==> src/rtl/com_pkg.sv <==
// Shared definitions for the PC-link serial blocks (receiver and transmitter).
// Holds the receiver state encoding, frame geometry constants and the parity
// helper, so both directions agree on what even parity means.
package com_pkg;

    // Receiver frame-tracking states.
    typedef enum logic [2:0] {
        IDLE   = 3'd0,
        START  = 3'd1,
        DATA   = 3'd2,
        PARITY = 3'd3,
        STOP   = 3'd4
    } com_state_t;

    localparam int COM_DATA_BITS      = 8;
    localparam int COM_OVERSAMPLE_DEF = 16;

    // Even parity: the parity bit equals the XOR of all data bits.
    function automatic logic com_parity(input logic [COM_DATA_BITS-1:0] d);
        return ^d;
    endfunction

endpackage

==> src/rtl/com_to_in_if.sv <==
// Byte handoff between the serial receiver and its consumer.
//
// Handshake: `valid` high means `data`/`parity_err` hold a byte that has not
// been taken yet; they stay stable while `valid` is high.  The consumer
// raises `ack` for a cycle to take it, and `valid` drops on the following
// edge unless a new byte lands on that same edge.  `ack` with `valid` low has
// no effect.  `overrun` is sticky until the next `ack`; `frame_err` is a
// one-cycle event pulse that is not part of the handshake.
interface com_to_in_if;
    import com_pkg::*;

    logic [COM_DATA_BITS-1:0] data;
    logic                     valid;
    logic                     ack;
    logic                     parity_err;
    logic                     overrun;
    logic                     frame_err;

    // Receiver side.
    modport master (
        output data,
        output valid,
        output parity_err,
        output overrun,
        output frame_err,
        input  ack
    );

    // Consumer side.
    modport slave (
        input  data,
        input  valid,
        input  parity_err,
        input  overrun,
        input  frame_err,
        output ack
    );

endinterface

==> src/rtl/com_rx_sampler.sv <==
// Line front end for the serial receiver.
// Brings the asynchronous `rx` line into the clock domain through a 2-flop
// synchronizer (reset to the idle level 1) and produces the bit decision
// value used by the frame state machine.
// Build option COM_RX_MAJORITY_EN: the decision becomes the majority of the
// last three synchronized samples taken on enable ticks (the current one
// included), which rejects a single-tick glitch.  Without it the decision is
// the current synchronized sample.
module com_rx_sampler (
    input  logic clk,
    input  logic rst_n,
    input  logic enable,
    input  logic rx,
    output logic rxs,
    output logic rx_bit
);

    logic [1:0] sync_q;

    // Two-stage synchronizer; idles high so reset never looks like a start bit.
    always_ff @(posedge clk or negedge rst_n) begin
        if (!rst_n) begin
            sync_q <= 2'b11;
        end else begin
            sync_q <= {sync_q[0], rx};
        end
    end

    assign rxs = sync_q[1];

`ifdef COM_RX_MAJORITY_EN
    // The two previous tick samples; the third vote is the live rxs value.
    logic [1:0] hist_q;

    // Shift history only on oversample ticks so it spans three ticks, not clks.
    always_ff @(posedge clk or negedge rst_n) begin
        if (!rst_n) begin
            hist_q <= 2'b11;
        end else if (enable) begin
            hist_q <= {hist_q[0], rxs};
        end
    end

    assign rx_bit = (hist_q[1] & hist_q[0]) |
                    (hist_q[1] & rxs)       |
                    (hist_q[0] & rxs);
`else
    // Tick qualification is not needed when deciding on a single sample.
    logic unused_enable;
    assign unused_enable = enable;

    assign rx_bit = rxs;
`endif

endmodule

==> src/rtl/com_to_in.sv <==
// com_to_in: serial receiver for the PC link.
// Recovers frames of start(0), 8 data bits LSB first, even parity and
// stop(1) from `rx`, sampling only on `enable` ticks (OVERSAMPLE per bit).
// A good frame is held in an output register behind the valid/ack handshake
// of com_to_in_if; a bad stop bit pulses frame_err and discards the byte; a
// byte arriving while the previous one is still unacknowledged is dropped and
// sets the sticky overrun flag.
// Build option COM_RX_MAJORITY_EN selects 3-sample majority bit decisions in
// com_rx_sampler; frame timing is the same in both builds.
// OVERSAMPLE must be even and at least 4.
module com_to_in
    import com_pkg::*;
#(
    parameter int OVERSAMPLE = COM_OVERSAMPLE_DEF
) (
    input  logic          clk,
    input  logic          rst_n,
    input  logic          enable,
    input  logic          rx,
    com_to_in_if.master   bus,
    output logic          busy,
    output com_state_t    state_dbg
);

    localparam int TW = $clog2(OVERSAMPLE);

    // Start bit is judged half a bit in; every later bit one full bit later,
    // which lands each decision near the middle of its bit cell.
    localparam logic [TW-1:0] HALF_LAST = TW'(OVERSAMPLE / 2 - 1);
    localparam logic [TW-1:0] FULL_LAST = TW'(OVERSAMPLE - 1);
    localparam logic [2:0]    LAST_BIT  = 3'(COM_DATA_BITS - 1);

    logic rxs;
    logic rx_bit;

    com_rx_sampler u_sampler (
        .clk    (clk),
        .rst_n  (rst_n),
        .enable (enable),
        .rx     (rx),
        .rxs    (rxs),
        .rx_bit (rx_bit)
    );

    // Frame tracking state.
    com_state_t               state_q, state_d;
    logic [TW-1:0]            tick_q, tick_d;
    logic [2:0]               bit_idx_q, bit_idx_d;
    logic [COM_DATA_BITS-1:0] shift_q, shift_d;
    logic                     perr_q, perr_d;
    logic                     armed_q, armed_d;

    // Stop-bit outcome on the decision tick.
    logic stop_good;
    logic stop_bad;

    // Output holding register.
    logic [COM_DATA_BITS-1:0] data_q;
    logic                     valid_q;
    logic                     parity_err_q;
    logic                     overrun_q;
    logic                     frame_err_q;

    // Frame state and counters advance together; everything freezes without enable.
    always_ff @(posedge clk or negedge rst_n) begin
        if (!rst_n) begin
            state_q   <= IDLE;
            tick_q    <= '0;
            bit_idx_q <= '0;
            shift_q   <= '0;
            perr_q    <= 1'b0;
            armed_q   <= 1'b0;
        end else begin
            state_q   <= state_d;
            tick_q    <= tick_d;
            bit_idx_q <= bit_idx_d;
            shift_q   <= shift_d;
            perr_q    <= perr_d;
            armed_q   <= armed_d;
        end
    end

    // Next-state logic: one decision per bit cell, taken on the tick where
    // the cell counter reaches its decision point.
    always_comb begin
        state_d   = state_q;
        tick_d    = tick_q;
        bit_idx_d = bit_idx_q;
        shift_d   = shift_q;
        perr_d    = perr_q;
        armed_d   = armed_q;
        stop_good = 1'b0;
        stop_bad  = 1'b0;

        if (enable) begin
            case (state_q)
                IDLE: begin
                    // Only a high-to-low transition starts a frame, so a line
                    // stuck low after a framing error stays ignored.
                    if (rxs) begin
                        armed_d = 1'b1;
                    end else if (armed_q) begin
                        state_d = START;
                        tick_d  = '0;
                    end
                end

                START: begin
                    if (tick_q == HALF_LAST) begin
                        if (!rx_bit) begin
                            state_d   = DATA;
                            tick_d    = '0;
                            bit_idx_d = '0;
                        end else begin
                            // Line went back high: noise, not a start bit.
                            state_d = IDLE;
                        end
                    end else begin
                        tick_d = tick_q + TW'(1);
                    end
                end

                DATA: begin
                    if (tick_q == FULL_LAST) begin
                        tick_d            = '0;
                        shift_d[bit_idx_q] = rx_bit;
                        if (bit_idx_q == LAST_BIT) begin
                            state_d = PARITY;
                        end else begin
                            bit_idx_d = bit_idx_q + 3'd1;
                        end
                    end else begin
                        tick_d = tick_q + TW'(1);
                    end
                end

                PARITY: begin
                    if (tick_q == FULL_LAST) begin
                        tick_d  = '0;
                        perr_d  = rx_bit ^ com_parity(shift_q);
                        state_d = STOP;
                    end else begin
                        tick_d = tick_q + TW'(1);
                    end
                end

                STOP: begin
                    if (tick_q == FULL_LAST) begin
                        tick_d  = '0;
                        state_d = IDLE;
                        armed_d = 1'b0;
                        if (rx_bit) begin
                            stop_good = 1'b1;
                        end else begin
                            stop_bad = 1'b1;
                        end
                    end else begin
                        tick_d = tick_q + TW'(1);
                    end
                end

                default: begin
                    state_d = IDLE;
                end
            endcase
        end
    end

    // Output register and handshake; ack is serviced every clk regardless of enable.
    always_ff @(posedge clk or negedge rst_n) begin
        if (!rst_n) begin
            data_q       <= '0;
            valid_q      <= 1'b0;
            parity_err_q <= 1'b0;
            overrun_q    <= 1'b0;
            frame_err_q  <= 1'b0;
        end else begin
            frame_err_q <= stop_bad;
            if (stop_good && (!valid_q || bus.ack)) begin
                // New byte lands; a same-edge ack retires the old one and
                // its overrun history with it.
                data_q       <= shift_q;
                parity_err_q <= perr_q;
                valid_q      <= 1'b1;
                if (valid_q) begin
                    overrun_q <= 1'b0;
                end
            end else if (stop_good) begin
                // Previous byte still pending: keep it, drop the new one.
                overrun_q <= 1'b1;
            end else if (valid_q && bus.ack) begin
                valid_q      <= 1'b0;
                parity_err_q <= 1'b0;
                overrun_q    <= 1'b0;
            end
        end
    end

    assign bus.data       = data_q;
    assign bus.valid      = valid_q;
    assign bus.parity_err = parity_err_q;
    assign bus.overrun    = overrun_q;
    assign bus.frame_err  = frame_err_q;

    assign busy      = (state_q != IDLE);
    assign state_dbg = state_q;

endmodule

==> src/flat_wrapper.sv <==
// flat-port wrapper written by rule: the top's interface ports become plain ports
module com_to_in_flat import com_pkg::*;
#(
    parameter int OVERSAMPLE = COM_OVERSAMPLE_DEF
)
  (clk, rst_n, enable, rx, busy, state_dbg, bus_data, bus_valid, bus_parity_err, bus_overrun, bus_frame_err, bus_ack);
  com_to_in_if bus_i ();
  input  logic clk;
  input  logic rst_n;
  input  logic enable;
  input  logic rx;
  output logic busy;
  output com_state_t state_dbg;
  output wire logic [$bits(bus_i.data)-1:0] bus_data;
  output wire logic [$bits(bus_i.valid)-1:0] bus_valid;
  output wire logic [$bits(bus_i.parity_err)-1:0] bus_parity_err;
  output wire logic [$bits(bus_i.overrun)-1:0] bus_overrun;
  output wire logic [$bits(bus_i.frame_err)-1:0] bus_frame_err;
  input wire logic [$bits(bus_i.ack)-1:0] bus_ack;
  assign bus_data = bus_i.data;
  assign bus_valid = bus_i.valid;
  assign bus_parity_err = bus_i.parity_err;
  assign bus_overrun = bus_i.overrun;
  assign bus_frame_err = bus_i.frame_err;
  assign bus_i.ack = bus_ack;
  com_to_in #(.OVERSAMPLE(OVERSAMPLE)) u_core (.clk(clk), .rst_n(rst_n), .enable(enable), .rx(rx), .bus(bus_i), .busy(busy), .state_dbg(state_dbg));
endmodule
==> config.mk <==
export PLATFORM = sky130hd
export DESIGN_NAME = com_to_in_flat
export DESIGN_NICKNAME = d
export VERILOG_FILES = /design/src/rtl/com_pkg.sv /design/src/rtl/com_to_in_if.sv /design/src/rtl/com_rx_sampler.sv /design/src/rtl/com_to_in.sv /design/src/flat_wrapper.sv
export SDC_FILE = /design/constraint.sdc
export NUM_CORES = 1
export LEC_CHECK = 0
export ABC_AREA = 1
export CORE_MARGIN = 2
export CORE_UTILIZATION = 30
export CTS_CLUSTER_DIAMETER = 120
export CTS_CLUSTER_SIZE = 14
export DETAILED_ROUTE_END_ITERATION = 12
export GPL_TIMING_DRIVEN = 0
export PLACE_DENSITY = 0.57
export SYNTH_ARGS = -nofsm -noshare
export SYNTH_HDL_FRONTEND = slang
export SYNTH_SLANG_ARGS = --single-unit
==> constraint.sdc <==
create_clock -name clk -period 2.31 [get_ports clk]
set_input_delay 0.693 -clock clk [delete_from_list [all_inputs] [get_ports clk]]
set_output_delay 0.693 -clock clk [all_outputs]
set_load 0.01 [all_outputs]
# After elaboration in Yosys (flattened, before gate mapping)
# Index checks and enable logic that the tools add are counted.
[word_totals]
output_inout_bits = 16
elab_cells = 100
reg_bits = 34
input_bits = 5
[op_classes]
n_mux = 41
magnitude_cmp = 2
addsub = 2
bitwise = 1
eq_ne = 20
n_reduce_logical = 22
[ops]
columns = ["op", "count"]
rows = [
  ["$mux W3", 11],
  ["$mux W4", 5],
  ["$mux W1", 18],
  ["$pmux W3 S5", 1],
  ["$ne A2 B1 Y1 const B", 7],
  ["$pmux W4 S3", 1],
  ["$ne A2 B2 Y1 const B", 5],
  ["$reduce_bool A3 Y1", 3],
  ["$bwmux W8", 1],
  ["$reduce_and A8 Y1", 1],
  ["$reduce_xor A8 Y1", 1],
  ["$eq A3 B2 Y1 const B", 2],
  ["$eq A3 B3 Y1 const B", 2],
  ["$pmux W3 S2", 1],
  ["$reduce_and A3 Y1", 2],
  ["$reduce_and A6 Y1", 1],
  ["$reduce_bool A2 Y1", 3],
  ["$reduce_and A5 Y1", 1],
  ["$add A4 B1 Y4 const B", 1],
  ["$eq A4 B3 Y1 const B", 1],
  ["$eq A4 B4 Y1 const B", 1],
  ["$lt A3 B4 Y1 const B", 1],
  ["$reduce_and A2 Y1", 2],
  ["$reduce_and A4 Y1", 1],
  ["other kinds (13)", 15],
]

# Depth between registers and ports, before layout
# Gate-level depths: netlist of the first run.
[depth]
ltp_word = 7
mapped_depth = 10
ltp_nobuf = 10

# By module
# A second synthesis of the first run with hierarchy kept.
[hier_totals]
cells_unflattened = 229
hier_area_um2 = 1818.0
[modules_own_cells]
columns = ["mod", "cells_per_inst", "area_per_inst_um2", "n_inst", "seq_area_each_um2"]
rows = [
  ["com_to_in", 226, 1757.9, 1, 800.8],
  ["com_rx_sampler", 3, 60.1, 1, 52.6],
]

# Worst setup path before layout of the first run
# No wires, ideal clock.
[synth_path]
path_kind = "flip-flop to flip-flop"
from = "register u_core.tick_q[0]"
to = "register u_core.data_q[6], in the netlist u_core.bus.data[6]"
period_less_slack_ps = 1531
t_arrival_ps = 1415
path_stages_with_launch = 10
required_time_ps = 2193
setup_slack_ps = 779
path_buffers = 1
setup_ps = 117
path_cell_list = "dfrtp_1 ha_1 nand2_2 nor2_4 nand2_4 nor3_4 nand2_4 buf_6 nand2_1 nand2_1"
[synth_between]
elab_chain_cells = 5
[synth_lines]
columns = ["item", "line", "rtl"]
rows = [
  ["from (decl)", "com_to_in.sv:47", "logic [TW-1:0] tick_q, tick_d;"],
  ["from (signal assigned)", "com_to_in.sv:75", "tick_q <= tick_d;"],
  ["$eq A4 B4 Y1", "com_to_in.sv:148", "if (tick_q == FULL_LAST) begin"],
  ["$mux W1", "com_to_in.sv:148", ""],
  ["$mux W1", "com_to_in.sv:96", "case (state_q)"],
  ["$mux W1", "com_to_in.sv:95", "if (enable) begin"],
  ["$logic_and A1 B1 Y1", "com_to_in.sv:179", "if (stop_good && (!valid_q || bus.ack)) begin"],
  ["to (signal assigned)", "com_to_in.sv:182", "data_q <= shift_q;"],
  ["to (decl)", "com_to_in.sv:58", "logic [COM_DATA_BITS-1:0] data_q;"],
]
# Every way passes these cells.
# A chain may end at the register's enable or synchronous reset.

# Worst setup path in the final report of the first run
[layout_path]
from = "register u_core.state_q[2], in the netlist u_core.state_dbg[2]"
to = "output port busy"
[layout_between]
elab_chain_cells = 1
[layout_lines]
columns = ["item", "line", "rtl"]
rows = [
  ["from (decl)", "com_to_in.sv:46", "com_state_t state_q, state_d;"],
  ["from (signal assigned)", "com_to_in.sv:74", "state_q <= state_d;"],
  ["$reduce_bool A3 Y1", "com_to_in.sv:205", "assign busy = (state_q != IDLE);"],
  ["to (decl)", "flat_wrapper.sv:12", "output logic busy;"],
]
# Every way passes these cells.

==> results of run 1 <==
==> flip-flops by register name, summed over array words and instances, names as in the netlist <==
register and count:
u_core.perr_q 1, u_core.bus.frame_err 1, u_core.bus.valid 1, u_core.bit_idx_q 3
u_core.state_dbg 3, u_core.shift_q 8, u_core.u_sampler.sync_q 2, u_core.armed_q 1
u_core.bus.data 8, u_core.bus.parity_err 1, u_core.tick_q 4, u_core.bus.overrun 1
==> power groups by stage <==
stage	clock network (mW)	logic, mW	registers [mW]
after global placement	0	0.395	0.715
after global routing	0.726	0.452	0.713
after detailed placement	0	0.398	0.713
after CTS	0.702	0.398	0.702
after floorplan	0	0.264	0.708
final	0.683	0.393	0.703
==> placed cells by master, fill, tap and decap left out, types with 2 or more instances in the layout <==
cell,count
nor2_1,11
nand2_4,2
o21ai_0,15
xor2_1,2
nand4_1,2
clkbuf_8,6
buf_2,2
clkdlybuf4s50_1,19
nor2_4,2
inv_1,25
dfstp_2,2
nand2_1,88
nand3_1,30
nand2_2,2
dfrtp_1,32
o21ai_2,7
nor2_2,2
a21oi_1,2
ha_1,3
bufinv_16,2
==> logic make-up after synthesis <==
family	synth area share [%]
DFF	46.7
and+or+nand+nor	34.7
adders and majority gates	2.06
xor gates and xnor gates	1.44
buffers and inverters	6.23
AOI/OAI and AO/OA	8.90
==> area by class of cell <==
type / instances / area, µm²
inverters: 26 / 97.6
multi-input cells: 174 / 860
fillers: 614 / 3630
clock buffers: 6 / 82.6
flip-flops and latches: 34 / 853
clock inverters: 2 / 60.1
well taps: 75 / 93.8
repair buffers: 20 / 195
plain buffers: 2 / 16.3
==> worst max path at each step <==
stage	from	endpoint	slack, ps	cells past startpoint
floorplan	u_core.tick_q[0]	u_core.bus.data[6]	780	9
global placement	rst_n	u_core.bus.data[3]	-260	1
detailed placement	enable	u_core.bus.data[6]	110	7
CTS	u_core.state_dbg[2]	busy	80	3
global route	u_core.state_dbg[2]	busy	30	3
finish	u_core.state_dbg[2]	busy	90	3
==> routing by layer <==
layer / vias to the layer above / routed length (µm) / GRT usage, %
met4: 0 / 27 / 4.00
met1: 684 / 1720 / 14.7
li1: 809 / - / -
met5: - / 0 / 0
met2: 22 / 1650 / 18.7
met3: 4 / 132 / 3.41
==> per-stage QoR <==
step	setup WS [ps]	util (%)	total power, mW	setup TNS, ps	area, µm²
CTS	79.5	38.4	1.80	0	2260
finish	86.7	38.4	1.78	0	2260
global route	28.6	38.4	1.89	0	2260
global placement	-261	36.0	1.11	-8270	2120
floorplan	779	-	0.972	0	1830
detailed placement	106	35.9	1.11	0	2120
==> worst max-delay path, stage by stage, from the launching register on <==
cell and delay, ps:
dfrtp_1 460, inv_1 130, nand2_1 120, clkdlybuf4s50_1 540
==> results_dict.tcl, run 1 <==
set metrics [dict create \
    via_per_inst 4.48 \
    worst_ep_arrival_time_ps 1530 \
    drt_first_iter_violations 69 \
    cts.clk_slew.worst_paths_ps 70 \
    whs_path_depth 0 \
    reg2regPathDepth 9 \
    number_of_synthesized_flops_with_an_enable_pin 0 \
    synth-seq-area-share_pct 46.7 \
    initial_core_util_pct 31.0 \
    vdd.ir_drop.worst_mv 0.442 \
    synth_nets 244 \
    r2r_end "u_core.bus.data[6]" \
    antenna_cells_inserted 0 \
    synthTopCellsByCount "88 x nand2_1, 32 x dfrtp_1, 30 x nand3_1" \
    cts_num_sinks 34 \
    cts_buffer_depth 2 \
    grt_pass1_wl_mm 6.04 \
    slew_headroom_pct 48.3 \
    fin_worst_hold_slack_ps 356 \
    reg2reg_from "u_core.tick_q[0]" \
    placedCellCount 331 \
    postSynth.asyncResetShare_pct 100 \
    final-instance-count-excl-fill 339 \
    post-route-drc-count 0 \
    number_of_global_route_vias_before_repair 1393 \
    port-buffer-count 20 \
    fp.dieW_um 82.0 \
    ys.flop_type "dfrtp_1" \
    post-synth-top-area-fraction_pct 43.8 \
    post-route-min-period_ps 2220 \
    worst_ep_required_time_ps 1620 \
    area_delta_synth_final_pct 23.6 \
    firstDrtPassIters 4 \
    slew_of_the_pin_with_the_lowest_slew_margin_ps 775 \
    switchingPower_uw 530 \
    warnings_from_yosys 0 \
    timing.critical_path.to_type "output port" \
    worst_skew_pair.late_latency_ps 280 \
    post_synth_num_cell_types 25 \
    combPwrFrac_pct 22.1 \
    mappedNetlistArea_um2 1830 \
    placeableCoreArea_um2 5890 \
    synth_top_cell_by_area "dfrtp_1" \
    power.sequential.fraction_pct 39.5 \
    synth_area_per_cell_um2 7.74 \
    grt_start_max_net_pins 35 \
    route.antenna.remaining_nets 0 \
    rows 28 \
    final_max_slew_viol_count 0 \
    detail_route.wl_per_cell_um 10.4 \
    ctsHtreeMaxLevel 2 \
    cts_tree "built" \
    grt_antenna_before_repair 0 \
    cp_max_fo 6 \
    timing.final.crit_share_pct 96.2 \
    dieArea_um2 6730 \
    highest_clock_rate_mhz 450 \
    internal_portion_of_total_power_mw 1.25 \
    dp.final_hpwl_mm 2.61 \
    grtUsageTotal_pct 11.6 \
    cts_resized 0 \
    min-delay-path-class "flip-flop to flip-flop" \
    final_layout_size_suffix_gt1_share_pct 11.7 \
    max_cap_violations 0 \
    switching_share_pct 29.8 \
    setup.worst_path.class "flip-flop to output port" \
    yosysMostFrequentCell "nand2_1" \
    ctsHoldBuffers 0 \
    drt-total-wl_mm 3.53 \
    grt_setup_unrepaired "false" \
    clock-root-buffer "clkbuf_8" \
    boundaryPins 21 \
    report.final.hold_viol_count 0 \
    gp_congestion 0.836 \
    ys_seq_elements 34 \
    syn_inst 236 \
    timing.final.setup_violations 0 \
    rrSetupSlack_ps 580 \
    hold_end "u_core.u_sampler.sync_q[1]" \
    synth.area.top_cells "dfrtp_1 44%, nand2_1 18%, nand3_1 8.2%" \
    grt.overflow.total 0 \
    cts_inserted_buffers 5 \
    finalClockSkew_ps 5.64 \
    worst_setup_path_start_kind "flip-flop" \
    power.static_leakage_nw 1.11 \
    total_via_count_after_detailed_routing 1519 \
    postCtsSetupRepairBufs 0 \
    run_status "finished clean" \
    final_nets 271 \
    dieHeight_um 82.0 \
    cellPowerDensity_nw_per_um2 788 \
    clkPwrFrac_pct 38.4 \
    hold_start "u_core.u_sampler.sync_q[0]" \
]
No activity file was read; power rests on OpenSTA's default activity.
==> run 2: changes to the inputs <==
--- a/config.mk
+++ b/config.mk
@@ -13,6 +13,7 @@
 export DETAILED_ROUTE_END_ITERATION = 12
 export GPL_TIMING_DRIVEN = 0
 export PLACE_DENSITY = 0.57
+export SETUP_SLACK_MARGIN = 0.02
 export SYNTH_ARGS = -nofsm -noshare
 export SYNTH_HDL_FRONTEND = slang
 export SYNTH_SLANG_ARGS = --single-unit
==> results of run 2 <==
Final layout, timing and power as in run 1 (identical DEF).
==> run 3: changes to the inputs <==
--- a/config.mk
+++ b/config.mk
@@ -8,11 +8,13 @@
 export ABC_AREA = 1
 export CORE_MARGIN = 2
 export CORE_UTILIZATION = 30
+export CTS_BUF_LIST = sky130_fd_sc_hd__clkbuf_4
 export CTS_CLUSTER_DIAMETER = 120
 export CTS_CLUSTER_SIZE = 14
 export DETAILED_ROUTE_END_ITERATION = 12
 export GPL_TIMING_DRIVEN = 0
 export PLACE_DENSITY = 0.57
+export REMOVE_ABC_BUFFERS = 1
 export SETUP_SLACK_MARGIN = 0.02
 export SYNTH_ARGS = -nofsm -noshare
 export SYNTH_HDL_FRONTEND = slang
==> results_dict.tcl, run 3 (synthesis gave the netlist of run 1 again) <==
set metrics [dict create \
    run_status "finished clean" \
    grt.overflow.total 0 \
    min-delay-path-class "flip-flop to flip-flop" \
    reg2reg_from "u_core.tick_q[0]" \
    fp.dieW_um 82.0 \
    dp.final_hpwl_mm 2.58 \
    post-route-min-period_ps 2210 \
    rows 28 \
    highest_clock_rate_mhz 452 \
    dieArea_um2 6730 \
    cts.clk_slew.worst_paths_ps 110 \
    cts_buffer_depth 2 \
    cts_tree "built" \
    dieHeight_um 82.0 \
    antenna_cells_inserted 0 \
    timing.final.setup_violations 0 \
    firstDrtPassIters 4 \
    timing.critical_path.to_type "output port" \
    placeableCoreArea_um2 5890 \
    placed_area_um2 2100 \
    stdcell_area_um2 2160 \
    worst_skew_pair.late_latency_ps 330 \
    area_delta_synth_final_pct 18.3 \
    ctsHoldBuffers 0 \
    detail_route.wl_per_cell_um 10.4 \
    switching_share_pct 36.5 \
    worst_setup_path_start_kind "flip-flop" \
    fin_worst_hold_slack_ps 362 \
    worst_ep_arrival_time_ps 1520 \
    cts_num_sinks 34 \
    initial_core_util_pct 31.0 \
    cp_max_fo 6 \
    vdd.ir_drop.worst_mv 0.319 \
    grt_start_max_net_pins 35 \
    top_library_cells_by_usage_in_the_layout_fill_and_taps_aside "88 x nand2_1, 30 x nand3_1, 30 x dfrtp_1, 25 x inv_1, 19 x clkdlybuf4s50_1" \
    boundaryPins 21 \
    final_nets 269 \
    clock-root-buffer "clkbuf_4" \
    post-route-drc-count 0 \
    slew_of_the_pin_with_the_lowest_slew_margin_ps 763 \
    power.sequential.fraction_pct 49.7 \
    clkPwrFrac_pct 22.4 \
    grt_pass1_wl_mm 6.17 \
    gp_congestion 0.838 \
    finalWorstSetupSlack_ps 99.6 \
    switchingPower_uw 522 \
    combPwrFrac_pct 27.9 \
    timing.final.crit_share_pct 95.7 \
    port-buffer-count 20 \
    drt-total-wl_mm 3.50 \
    n_fill_cell 646 \
    final_max_slew_viol_count 0 \
    hold_start "u_core.u_sampler.sync_q[0]" \
    crit_start "u_core.state_dbg[2]" \
    grt_antenna_before_repair 0 \
    layout_commonest_cell "nand2_1" \
    slew_headroom_pct 49.1 \
    via_per_inst 4.63 \
    route.antenna.remaining_nets 0 \
    drt_first_iter_violations 69 \
    grt_setup_unrepaired "false" \
    grtUsageTotal_pct 11.7 \
    place_worst_setup_slack_ps 113 \
    max_cap_violations 0 \
    number_of_global_route_vias_before_repair 1445 \
    worst_ep_required_time_ps 1620 \
    report.final.hold_viol_count 0 \
    total_via_count_after_detailed_routing 1559 \
    setup.worst_path.class "flip-flop to output port" \
    ctsHtreeMaxLevel 2 \
    power.static_leakage_nw 1.05 \
    finalClockSkew_ps 12.2 \
    internal_portion_of_total_power_uw 907 \
    final_layout_size_suffix_gt1_share_pct 11.5 \
    cts_inserted_buffers 5 \
    cellPowerDensity_nw_per_um2 661 \
    finalSetupTns_ps 0 \
]
-- run 3: worst paths after layout --
path / to / slack [ps] / cells after the start
setup / recovery: busy / 100 / 3
hold / removal: u_core.u_sampler.sync_q[1] / 360 / 0
setup reg to reg: u_core.bus.parity_err / 550 / 8
hold reg to reg: u_core.u_sampler.sync_q[1] / 360 / 0
max in group asynchronous: u_core.state_dbg[2] / 1370 / 1
min in group asynchronous: u_core.tick_q[1] / 420 / 1
-- run 3: stage by stage --
| stage | instances | total power [mW] | utilization (%) |
|---|---|---|---|
| global route | 337 | 1.54 | 36.7 |
| detailed placement | 329 | 1.11 | 35.7 |
| floorplan | 234 | 0.971 | - |
| finish | 337 | 1.43 | 36.7 |
| CTS | 337 | 1.45 | 36.6 |
| global placement | 329 | 1.11 | 35.8 |
-- run 3: critical path, cell delays in order, from the launching register on --
cell             delay (ps)
dfrtp_2                 440
inv_1                   100
nand2_1                 100
clkdlybuf4s50_1         540
-- run 3: final cells by class --
class                   instances  area [µm²]  area share (%)
clock buffers                   5        37.5            1.74
clock inverters                 3        16.3           0.753
inverters                      26        97.6            4.52
multi-input cells             174         865            40.0
flip-flops and latches         34         856            39.6
well taps                      75        93.8            4.34
repair buffers                 20         195            9.03
-- run 3: timing repair --
item	in CTS	in global routing
setup endpoints to repair	1	1
gates resized for setup	1	2
setup buffers	0	0
-- run 3: metal layers --
| layer | vias to the layer above | GRT usage (%) | routed length, µm |
|---|---|---|---|
| met2 | 23 | 18.9 | 1550 |
| li1 | 811 | - | - |
| met4 | 0 | 4.00 | 47 |
| met1 | 718 | 15.1 | 1770 |
| met3 | 7 | 3.30 | 128 |
| met5 | - | 0 | 0 |
-- run 3: power groups by stage --
stage	clock, mW	sequential, mW	combinational [mW]
after CTS	0.346	0.703	0.401
final	0.320	0.711	0.398
after floorplan	0	0.708	0.263
after detailed placement	0	0.714	0.398
after global routing	0.366	0.723	0.456
after global placement	0	0.714	0.394
